`config.mk`:
```
export PLATFORM = sky130hd
export DESIGN_NAME = writeback_unit
export DESIGN_NICKNAME = d
export VERILOG_FILES = /design/src/rtl/writeback_unit.sv
export SDC_FILE = /design/constraint.sdc
export NUM_CORES = 1
export LEC_CHECK = 0
export BUFFER_PORTS_ARGS = -buffer_cell sky130_fd_sc_hd__buf_2
export CAP_MARGIN = 20
export CORE_ASPECT_RATIO = 1.5
export CORE_MARGIN = 5
export CORE_UTILIZATION = 53
export DETAILED_ROUTE_END_ITERATION = 8
export PLACE_DENSITY = 0.82
export SETUP_SLACK_MARGIN = 0.3
export SLEW_MARGIN = 0
export SYNTH_ARGS = -nofsm -noshare
export SYNTH_HDL_FRONTEND = slang
export SYNTH_SLANG_ARGS = --single-unit
```
`constraint.sdc`:
```
create_clock -name clk -period 2.5 [get_ports clk]
set_input_delay 0.125 -clock clk [delete_from_list [all_inputs] [get_ports clk]]
set_output_delay 0.125 -clock clk [all_outputs]
set_load 0.02 [all_outputs]
```
`src/rtl/writeback_unit.sv`:
```
// Retirement stage: selects and extends the writeback value, drives the register-file
// write port, stalls loads until memory responds (with a timeout), and counts retirements.
module writeback_unit #(
  parameter int unsigned MEM_TIMEOUT = 16,
  parameter int unsigned CNT_W       = 32
) (
  input  logic             clk,
  input  logic             rst,
  input  logic             in_valid,
  output logic             in_ready,
  input  logic [4:0]       in_rd,
  input  logic             in_reg_wen,
  input  logic [1:0]       in_wb_sel,
  input  logic [31:0]      in_alu_result,
  input  logic [31:0]      in_pc,
  input  logic [2:0]       in_load_funct3,
  input  logic [1:0]       in_load_addr_lo,
  input  logic             mem_rvalid,
  input  logic [31:0]      mem_rdata,
  output logic [4:0]       Rw,
  output logic             RegWr,
  output logic [31:0]      busW,
  output logic [CNT_W-1:0] retire_cnt,
  output logic             err_timeout
);

  localparam int unsigned TW = (MEM_TIMEOUT > 1) ? $clog2(MEM_TIMEOUT) : 1;
  localparam logic [1:0] SEL_LOAD = 2'b01;
  localparam logic [1:0] SEL_PC4  = 2'b10;

  typedef enum logic [0:0] {IDLE, WAIT_MEM} state_t;

  state_t        state;
  logic [TW-1:0] tcnt;
  logic [4:0]    p_rd;
  logic          p_wen;
  logic [2:0]    p_funct3;
  logic [1:0]    p_addr_lo;
  logic          in_is_load_c;
  logic [31:0]   fast_result_c;

  // Extract the addressed byte/half and extend it according to the load type.
  function automatic logic [31:0] load_ext(input logic [2:0]  funct3,
                                           input logic [1:0]  addr_lo,
                                           input logic [31:0] word);
    logic [7:0]  b;
    logic [15:0] h;
    logic [31:0] r;
    case (addr_lo)
      2'd0:    b = word[7:0];
      2'd1:    b = word[15:8];
      2'd2:    b = word[23:16];
      default: b = word[31:24];
    endcase
    h = addr_lo[1] ? word[31:16] : word[15:0];
    case (funct3)
      3'b000:  r = {{24{b[7]}}, b};
      3'b100:  r = {24'd0, b};
      3'b001:  r = {{16{h[15]}}, h};
      3'b101:  r = {16'd0, h};
      default: r = word;
    endcase
    return r;
  endfunction

  // Result for an instruction that completes in the cycle it is accepted.
  always_comb begin
    in_is_load_c  = (in_wb_sel == SEL_LOAD);
    fast_result_c = in_alu_result;
    if (in_is_load_c)
      fast_result_c = load_ext(in_load_funct3, in_load_addr_lo, mem_rdata);
    else if (in_wb_sel == SEL_PC4)
      fast_result_c = in_pc + 32'd4;
  end

  always_ff @(posedge clk) begin
    if (rst) begin
      state       <= IDLE;
      in_ready    <= 1'b1;
      tcnt        <= '0;
      p_rd        <= '0;
      p_wen       <= 1'b0;
      p_funct3    <= '0;
      p_addr_lo   <= '0;
      Rw          <= '0;
      RegWr       <= 1'b0;
      busW        <= '0;
      retire_cnt  <= '0;
      err_timeout <= 1'b0;
    end else begin
      RegWr <= 1'b0;
      case (state)
        IDLE: begin
          if (in_valid) begin
            if (!in_is_load_c || mem_rvalid) begin
              Rw         <= in_rd;
              busW       <= fast_result_c;
              RegWr      <= in_reg_wen && (in_rd != 5'd0);
              retire_cnt <= retire_cnt + CNT_W'(1);
            end else begin
              p_rd      <= in_rd;
              p_wen     <= in_reg_wen;
              p_funct3  <= in_load_funct3;
              p_addr_lo <= in_load_addr_lo;
              tcnt      <= '0;
              state     <= WAIT_MEM;
              in_ready  <= 1'b0;
            end
          end
        end
        WAIT_MEM: begin
          if (mem_rvalid) begin
            Rw         <= p_rd;
            busW       <= load_ext(p_funct3, p_addr_lo, mem_rdata);
            RegWr      <= p_wen && (p_rd != 5'd0);
            retire_cnt <= retire_cnt + CNT_W'(1);
            state      <= IDLE;
            in_ready   <= 1'b1;
          end else if (tcnt == TW'(MEM_TIMEOUT - 1)) begin
            // Abandon the load: counted as retired, but nothing is written.
            err_timeout <= 1'b1;
            retire_cnt  <= retire_cnt + CNT_W'(1);
            state       <= IDLE;
            in_ready    <= 1'b1;
          end else begin
            tcnt <= tcnt + TW'(1);
          end
        end
        default: begin
          state    <= IDLE;
          in_ready <= 1'b1;
        end
      endcase
    end
  end

endmodule

```
==> results of run 1 <==
[where the power goes]
part / total, uW / switching, uW / internal, uW
sequential: 1510 / 42.2 / 1460
combinational: 850 / 529 / 322
clock: 1550 / 633 / 917
total: 3910 / 1200 / 2700
[flip-flops by register name (all words and copies together), names as in the netlist]
name         flops
p_wen            1
busW            32
RegWr            1
tcnt             4
in_ready         1
state            1
err_timeout      1
p_rd             5
p_addr_lo        2
Rw               5
p_funct3         3
retire_cnt      32
[routing by layer]
| metal | wire, um | global-route usage, % | vias up |
|---|---|---|---|
| li1 | - | - | 3379 |
| met1 | 8280 | 36.3 | 3370 |
| met2 | 11500 | 57.1 | 426 |
| met3 | 2000 | 5.84 | 112 |
| met4 | 1630 | 21.6 | 0 |
| met5 | 0 | 0 | - |
[placed cells by master, fill, tap and decap left out, types with 13 or more instances in the layout]
master and n:
mux2i_1 16, xor2_1 33, buf_2 184, o31ai_1 14, a21oi_1 70, nor3_1 22
a211oi_1 25, inv_1 15, nand3_1 30, nand2_1 75, and3_1 13, xnor2_1 19
dfxtp_1 87, nand4_1 18, nor2_1 92, buf_4 44, o21ai_0 26
[cell type report]
cell class              instances  area [um^2]  area share, %
multi-input cells             649         4060           52.9
inverters                      18         67.6          0.880
well taps                     150          188           2.44
repair buffers                229         1260           16.4
flip-flops and latches         88         1760           23.0
clock inverters                 6         95.1           1.24
clock buffers                  10          239           3.11
[worst max-delay path, cell delays in order (launching register included)]
cell     delay (ps)
dfxtp_1         380
ha_1            180
and3_1          210
nor3b_1          80
buf_4           170
nor4_4          380
buf_4           220
nand4_1         120
xor2_1          140
nor2_1           50
[worst min-delay path by stage]
stage,startpoint,end,cells past startpoint
3_3_place_gp,in_rd[4],p_rd[4],3
3_5_place_dp,in_reg_wen,p_wen,3
6_report,in_reg_wen,p_wen,3
5_1_grt,in_rd[2],p_rd[2],3
2_1_floorplan,in_reg_wen,p_wen,2
4_1_cts,in_reg_wen,p_wen,3
[what timing repair did]
action,4_1_cts,5_1_grt
endpoints found under the setup margin,0,20
hold endpoints to repair,0,0
gates resized for setup,0,6
[cell families (layout without fill, tap and decap cells)]
family                     count (synthesis)  after routing  synth area share [%]
adders and majority gates                  4              4                 0.782
AOI/OAI and AO/OA                        241            241                  26.9
buffers and inverters                     78            263                  4.85
muxes                                     21             21                  3.74
and+or+nand+nor                          331            331                  27.2
xor gates and xnor gates                  52             52                  7.49
DFF                                       88             88                  29.0
[per-stage QoR]
step	setup WS, ps	hold slack (ps)
6_report	471	31.2
5_1_grt	280	44.9
4_1_cts	339	30.8
3_5_place_dp	267	398
3_3_place_gp	337	390
2_1_floorplan	432	261
==> results.yml, run 1 <==
grt:
  track_usage_pct: 32.8
  antenna_found_initial: 0
  grt_max_degree: 42
  grt_pass1_wl_mm: 36.4
  overflow: 0
  grt_pass1_vias: 7005
floorplanning:
  core_area_mm2: 0.0114
  die-area_mm2: 0.0138
  pin_count: 185
  die_h_um: 141
  dieWidth_um: 97.5
  rows: 48
  start_util_pct: 53.3
cells_and_area:
  fin_util_pct: 67.3
  n_antenna_cell: 0
  final_cells: 1150
  drive_gt1_share_pct: 26.3
  syn_to_final_growth_pct: 26.2
  fillers: 1065
  nNetsFinal: 1111
  stdcell_area_mm2: 0.00768
placement:
  gp_congestion: 0.998
  placed_cell_area_mm2: 0.00731
  port_buffers: 184
  dp_cells: 1134
  dp_hpwl_mm: 18.0
synthesis:
  synth.avg_cell_area_um2: 7.46
  yosysTopAreaCell: "dfxtp_1"
  ys.flop_type: "dfxtp_1"
  ys_seq_area_share_pct: 29.0
  synth.most_common_cell: "nor2_1"
  synthArstFlopShare_pct: 0
  synth_common_cells: "92 x nor2_1, 88 x dfxtp_1, 75 x nand2_1, 70 x a21oi_1, 54 x clkbuf_1"
  synth_area_leaders: "dfxtp_1 29%, a21oi_1 5.8%, nor2_1 5.7%"
  syn-num-nets: 931
  syn_area_mm2: 0.00608
  synth_edf_count: 0
  ys.warnings.count: 0
  synthDistinctLibCells: 71
  synth_seq_cells: 88
  synthCells: 815
  synth_top_area_share_pct: 29.0
critical_path:
  reg2reg_to: "retire_cnt[19]"
  reg2reg_depth: 9
  critPathCapture: "retire_cnt[19]"
  r2r_start: "tcnt[0]"
  cp.required_ps: 2730
  worstSetupStartpoint: "tcnt[0]"
  endpoint_kind: "flop"
  reg2reg_slack_ps: 470
  crit_fanout: 7
  arrival_ps: 2260
  critPathLaunchType: "flop"
  worstSetupPathType: "reg -> reg"
clock_tree:
  cts.reportedPaths.clkPinSlew_ps: 70
  cts_buffers: 9
  cts-root-buf: "clkbuf_16"
  clkLatencyLatePin_ps: 350
  cts_buffer_depth: 2
  cts.sinks: 88
  htreeDepth: 3
  cts_tree: "built"
  ctsHoldBuffers: 0
  cts_setup_buffers: 0
run:
  maxCapViolCount: 0
timing:
  finalCriticalPeriod_ps: 2030
  slew_headroom_pct: 57.6
  skew_ps: 10.9
  tns_ps: 0
  drv_slew: 0
  setup_viol: 0
  period_share_pct: 81.1
  tightest_slew_ps: 633
  rsz0062_at_grt: "true"
  hold_viol_final: 0
  fmax_mhz: 493
detailed_routing:
  detail_route.vias_per_cell: 6.34
  wl_per_cell_um: 20.3
  drt_iter0_drc: 710
  drc: 0
  wl_mm: 23.4
  drtAntennaViolNets: 0
  dr.pass1.iters: 8
  vias: 7287
outcome:
  outcome: "finished clean"
power_and_ir_drop:
  cellLeakagePower_uw: 0.00327
  total_power_uw: 3910
  ir_drop_mv: 0.414
  power_density_mw_per_mm2: 509
min_path:
  hold_class: "in -> reg"
Note: power is estimated with default switching activity, not from simulation.
==> inputs of run 2 (changes only) <==
--- a/config.mk
+++ b/config.mk
@@ -5,13 +5,14 @@
 export SDC_FILE = /design/constraint.sdc
 export NUM_CORES = 1
 export LEC_CHECK = 0
+export ABC_AREA = 1
 export BUFFER_PORTS_ARGS = -buffer_cell sky130_fd_sc_hd__buf_2
 export CAP_MARGIN = 20
 export CORE_ASPECT_RATIO = 1.5
 export CORE_MARGIN = 5
-export CORE_UTILIZATION = 53
+export CORE_UTILIZATION = 49
 export DETAILED_ROUTE_END_ITERATION = 8
-export PLACE_DENSITY = 0.82
+export PLACE_DENSITY = 0.78
 export SETUP_SLACK_MARGIN = 0.3
 export SLEW_MARGIN = 0
 export SYNTH_ARGS = -nofsm -noshare
==> constraint.sdc (replaced) <==
create_clock -name clk -period 1.76 [get_ports clk]
set_input_delay 0.088 -clock clk [delete_from_list [all_inputs] [get_ports clk]]
set_output_delay 0.088 -clock clk [all_outputs]
set_load 0.02 [all_outputs]
==> run 2 against run 1 <==
First-iteration DRC count decreased by 2.3%. Final area is 20% higher. Synthesized area rose by 11%. Synthesized cell count increased by 45%. Critical endpoint is now retire_cnt[29].
==> results.yml, run 2 <==
detailed_routing:
  drc: 0
  dr.pass1.iters: 5
  detail_route.vias_per_cell: 5.71
  wl_mm: 28.0
  drt_iter0_drc: 694
  vias: 8965
  drtAntennaViolNets: 0
  wl_per_cell_um: 17.8
run:
  maxCapViolCount: 0
cells_and_area:
  syn_to_final_growth_pct: 36.6
  fillers: 1283
  reg_top3: "busW: 32 flops, retire_cnt: 32 flops"
  nNetsFinal: 1519
  final-seq-area_mm2: 0.00180
  layout_common_cells: "362 x nand2_1, 185 x buf_2, 115 x nor2_1"
  fin_util_pct: 68.1
  n_antenna_cell: 0
  multi_input_area_mm2: 0.00480
  layout_commonest_cell: "nand2_1"
  drive_gt1_share_pct: 29.7
floorplanning:
  die-area_mm2: 0.0163
  start_util_pct: 49.9
  pin_count: 185
  core_area_mm2: 0.0135
  die_h_um: 154
  rows: 52
  dieWidth_um: 106
clock_tree:
  clkLatencyLatePin_ps: 350
  cts.reportedPaths.clkPinSlew_ps: 70
  cts_tree: "built"
  cts-root-buf: "clkbuf_16"
  cts.sinks: 88
  htreeDepth: 3
  cts_buffers: 9
  cts_buffer_depth: 2
timing:
  setup_viol: 0
  rsz0062_at_grt: "true"
  slew_headroom_pct: 65.5
  fmax_mhz: 611
  drv_slew: 0
  finalCriticalPeriod_ps: 1640
  tightest_slew_ps: 518
  period_share_pct: 93.0
  timing.hold.ws_ps: 10.8
  hold_viol_final: 0
  skew_ps: 9.84
synthesis:
  synthCells: 1181
  synthDistinctLibCells: 41
  synth_edf_count: 0
  synth.most_common_cell: "nand2_1"
  ys.flop_type: "dfxtp_1"
  ys_seq_area_share_pct: 26.1
  synth_common_cells: "381 x nand2_1, 130 x nor2_1, 128 x a21oi_1, 94 x o21ai_0, 90 x inv_1"
  synth_seq_cells: 88
  syn_area_mm2: 0.00675
  synth.avg_cell_area_um2: 5.71
  syn-num-nets: 1297
  synth_area_leaders: "dfxtp_1 26%, nand2_1 21%, a21oi_1 9.5%"
  synth_top_area_share_pct: 26.1
  synthArstFlopShare_pct: 0
  ys.warnings.count: 0
  yosysTopAreaCell: "dfxtp_1"
grt:
  grt_pass1_wl_mm: 42.4
  antenna_found_initial: 1
  track_usage_pct: 32.3
  grt_max_degree: 44
  grt_pass1_vias: 8364
  overflow: 0
min_path:
  hold_depth: 3
  min_to: "p_rd[2]"
  hold_class: "in -> reg"
  min_from: "in_rd[2]"
critical_path:
  worstSetupPathType: "reg -> reg"
  arrival_ps: 1910
  slowest_delay_ps: 400
  crit_fanout: 6
  crit_chain: "nand4_1 > nor3_1 > nand4_1 > xnor2_1 > nand2_1 > a21oi_1"
  reg2reg_to: "retire_cnt[29]"
  critPathMostFrequentCell: "nand4_1"
  reg2reg_depth: 6
  cp.required_ps: 2030
  critPathLaunchType: "flop"
  r2r_start: "retire_cnt[11]"
  reg2reg_slack_ps: 120
  endpoint_kind: "flop"
  cpMaxStageDelayCell: "dfxtp_2"
outcome:
  outcome: "finished clean"
placement:
  port_buffers: 184
  gp_congestion: 1.01
  dp_hpwl_mm: 20.7
power_and_ir_drop:
  cellLeakagePower_uw: 0.00429
  power_density_mw_per_mm2: 625
  ir_drop_mv: 0.385
## run 2: changes by cell type after synthesis, moves of 12 or more
cell,before,now
a211oi_1,25,2
a21oi_1,70,128
and3_1,13,1
clkbuf_1,54,42
inv_1,15,90
mux2i_1,16,3
nand2_1,75,381
nand3_1,30,63
nor2_1,92,130
o21ai_0,26,94
o31ai_1,14,0
xor2_1,33,13
## run 2: how the worst max path moves through the flow
stage | startpoint | endpoint | slack (ps) | cells past startpoint
6_report | retire_cnt[11] | retire_cnt[29] | 120 | 6
5_1_grt | tcnt[1] | retire_cnt[2] | -8 | 9
4_1_cts | tcnt[1] | retire_cnt[21] | 150 | 10
3_5_place_dp | tcnt[1] | retire_cnt[21] | 60 | 10
3_3_place_gp | in_pc[2] | busW[12] | 90 | 13
2_1_floorplan | tcnt[1] | retire_cnt[13] | 170 | 12
## run 2: logic make-up (layout without fill, tap and decap cells)
| kind of cell | after synthesis | count (layout) | share of synthesized area (%) |
|---|---|---|---|
| and+or+nand+nor | 647 | 648 | 40.2 |
| DFF | 88 | 88 | 26.1 |
| adders and majority gates | 3 | 3 | 0.556 |
| xor gates and xnor gates | 26 | 26 | 3.38 |
| buffers and inverters | 153 | 379 | 8.75 |
| muxes | 3 | 3 | 0.445 |
| AOI/OAI and AO/OA | 261 | 261 | 20.5 |
## run 2: stage by stage
| stage | power (uW) | instances | setup WS [ps] | TNS (ps) | cell area, um^2 |
|---|---|---|---|---|---|
| after global placement | 3490 | 1519 | 87.4 | 0 | 8120 |
| final | 5760 | 1570 | 123 | 0 | 9220 |
| after CTS | 5620 | 1556 | 146 | 0 | 8770 |
| after detailed placement | 3500 | 1519 | 63.9 | 0 | 8120 |
| after global routing | 6000 | 1570 | -8.03 | -8.03 | 9220 |
| after floorplan | 2950 | 1181 | 168 | 0 | 6820 |
## run 2: report_power, final
group          internal (uW)  total [uW]  switching (uW)
Sequential              2080        2140            59.2
Combinational            581        1550             973
Clock                   1160        2070             902
## run 2: area by class of cell
class / instances / area share (%)
Multi-Input combinational cell: 941 / 52.1
Tap cell: 162 / 2.20
Clock buffer: 10 / 2.59
Inverter: 97 / 4.21
Sequential cell: 88 / 19.5
Timing Repair Buffer: 265 / 18.5
Timing Repair inverter: 1 / 0.0543
Clock inverter: 6 / 0.828
## run 2: what timing repair did
| action | 4_1_cts | 5_1_grt |
|---|---|---|
| hold buffers | 1 | 0 |
| endpoints found under the setup margin | 63 | 74 |
| buffers inserted | 15 | 12 |
| pin swaps | 19 | 20 |
| cloned | 5 | 2 |
| hold endpoints to repair | 1 | 0 |
| resized for setup | 64 | 97 |
## run 2: metal layers
metal / GRT usage, % / vias up / share of wire, %
met5: 0 / - / 0.039
met4: 20.7 / 2 / 7.1
met3: 5.20 / 118 / 6.3
met2: 57.0 / 444 / 50
met1: 35.5 / 4081 / 37
li1: - / 4320 / -
## run 2: worst max-delay path: cells and delay by family (launching register included)
family,cells,cell delay [ps]
simple gates,4,840
xor+xnor,1,200
flops,1,400
compound gates,1,130
==> inputs of run 3 (changes only) <==
--- a/config.mk
+++ b/config.mk
@@ -9,7 +9,7 @@
 export BUFFER_PORTS_ARGS = -buffer_cell sky130_fd_sc_hd__buf_2
 export CAP_MARGIN = 20
 export CORE_ASPECT_RATIO = 1.5
-export CORE_MARGIN = 5
+export CORE_MARGIN = 3
 export CORE_UTILIZATION = 49
 export DETAILED_ROUTE_END_ITERATION = 8
 export PLACE_DENSITY = 0.78
==> run 3 against run 2 <==
The run now ends with setup timing left. Non-clock buffer count up 17. Cell count rose by 0.96%. Worst hold slack worse by 0.82 ps. Routed wire length rose by 7.2%. Register-to-register slack got worse by 140 ps. Die area shrank 6.3%. Largest cell class unchanged. Clock skew is 2.2 ps higher. Clock-buffer cell count unchanged.
==> results.yml, run 3 (synthesized netlist as in run 2, its figures left out) <==
cells_and_area:
  n_antenna_cell: 0
  drive_gt1_share_pct: 31.3
  layout_common_cells: "361 x nand2_1, 184 x buf_2, 110 x nor2_1"
  layout_commonest_cell: "nand2_1"
  reg_top3: "busW: 32 flops, retire_cnt: 32 flops"
  fin_util_pct: 72.6
  syn_to_final_growth_pct: 42.1
  nNetsFinal: 1537
detailed_routing:
  wl_per_cell_um: 18.9
  dr.pass1.iters: 6
  drc: 0
  wl_mm: 30.0
  drtAntennaViolNets: 0
  vias: 9335
  drt_iter0_drc: 728
  detail_route.vias_per_cell: 5.89
power_and_ir_drop:
  power_density_mw_per_mm2: 616
  ir_drop_mv: 0.365
  cellLeakagePower_uw: 0.00450
outcome:
  outcome: "finished with violations"
  violations: "setup timing"
timing:
  period_share_pct: 101
  finalCriticalPeriod_ps: 1770
  skew_ps: 12.0
  setup_viol: 1
  slew_headroom_pct: 63.3
  hold_viol_final: 0
  drv_slew: 0
  tns_ps: -14.0
  fmax_mhz: 564
  rsz0062_at_grt: "true"
  timing.hold.ws_ps: 9.99
  timing.final.ws_setup_ps: -14.0
  tightest_slew_ps: 551
critical_path:
  cp.required_ps: 1990
  r2r_start: "tcnt[0]"
  crit_chain: "ha_4 > nand3_4 > nand2_4 > nand2_4 > nor2_4 > buf_12 > nand3b_1 > or2_1 > o21ai_1 > a21oi_1"
  reg2reg_depth: 10
  cpMaxStageDelayCell: "dfxtp_2"
  worstSetupPathType: "reg -> reg"
  reg2reg_to: "retire_cnt[21]"
  endpoint_kind: "flop"
  critPathLaunchType: "flop"
  crit_fanout: 4
  arrival_ps: 2010
  critPathMostFrequentCell: "nand2_4"
  reg2reg_slack_ps: -10
  slowest_delay_ps: 360
placement:
  gp_congestion: 1.04
  dp_hpwl_mm: 20.4
  port_buffers: 184
  preCtsSetupSlack_ps: -61.3
grt:
  track_usage_pct: 35.0
  overflow: 0
  antenna_found_initial: 0
  grt_pass1_wl_mm: 42.0
  grt_pass1_vias: 8281
  grt_max_degree: 43
floorplanning:
  dieWidth_um: 102
  die-area_mm2: 0.0152
  rows: 51
  die_h_um: 150
  pin_count: 185
  start_util_pct: 51.1
  core_area_mm2: 0.0132
min_path:
  hold_depth: 3
  min_from: "in_rd[3]"
  min_to: "p_rd[3]"
  hold_class: "in -> reg"
clock_tree:
  cts_buffers: 9
  cts.reportedPaths.clkPinSlew_ps: 70
  cts_buffer_depth: 2
  clkLatencyLatePin_ps: 350
  cts.sinks: 88
  htreeDepth: 3
  cts_tree: "built"
  cts-root-buf: "clkbuf_16"
run:
  maxCapViolCount: 0
[run 3: cell count changes in the layout (fill, tap and decap cells not counted), moves of 6 or more]
cell | previous run | this run
o21ai_0 | 74 | 64
a21oi_2 | 27 | 20
o21ai_1 | 12 | 26
buf_4 | 52 | 64
dfxtp_1 | 67 | 57
dfxtp_4 | 3 | 12
buf_8 | 0 | 6
[run 3: area by class of cell]
| type | instances | area [um^2] |
|---|---|---|
| Clock buffer | 10 | 250 |
| Clock inverter | 6 | 72.6 |
| Fill cell | 1142 | 3620 |
| Inverter | 97 | 413 |
| Multi-Input combinational cell | 940 | 4860 |
| Sequential cell | 88 | 1830 |
| Tap cell | 159 | 199 |
| Timing Repair Buffer | 282 | 1930 |
| Timing Repair inverter | 3 | 27.5 |
[run 3: repair_timing]
item	in CTS	in global routing
pin swaps	22	46
buffers inserted	22	18
gates resized for setup	57	165
hold endpoints to repair	1	0
gates cloned	5	8
hold buffers	1	0
setup endpoints to repair	64	75
[run 3: routing by layer]
layer	vias up	wire length, um	global-route usage (%)
li1	4362	-	-
met4	0	2150	18.6
met1	4213	10600	41.3
met2	611	14600	60.5
met3	149	2640	4.80
met5	-	0	0
[run 3: worst max path at each step]
stage	startpoint	end	slack, ps	depth (start not counted)
after global placement	in_wb_sel[0]	busW[5]	-200	8
after global routing	retire_cnt[1]	retire_cnt[24]	-70	9
after CTS	tcnt[0]	retire_cnt[13]	140	12
after detailed placement	in_pc[2]	busW[28]	-60	13
after floorplan	tcnt[1]	retire_cnt[13]	170	12
final	tcnt[0]	retire_cnt[21]	-10	10
[run 3: per-stage QoR]
step	area, um^2	cells	total power [uW]
finish	9580	1585	5900
floorplan	6820	1181	2950
CTS	8790	1559	5660
global placement	8080	1514	3480
global route	9580	1585	6120
detailed placement	8090	1515	3490
[run 3: worst max-delay path, delay by kind of cell, from the launching register on]
family	cells	cell delay (ps)
DFF	1	360
buffers and inverters	1	150
AOI/OAI and AO/OA	2	220
and+or+nand+nor	6	780
adders and majority gates	1	150
[run 3: report_power, final]
part | total [uW] | switching, uW | internal (uW)
clock | 2120 | 910 | 1210
combinational | 1660 | 1020 | 639
sequential | 2130 | 63.2 | 2070
total | 5900 | 1990 | 3910
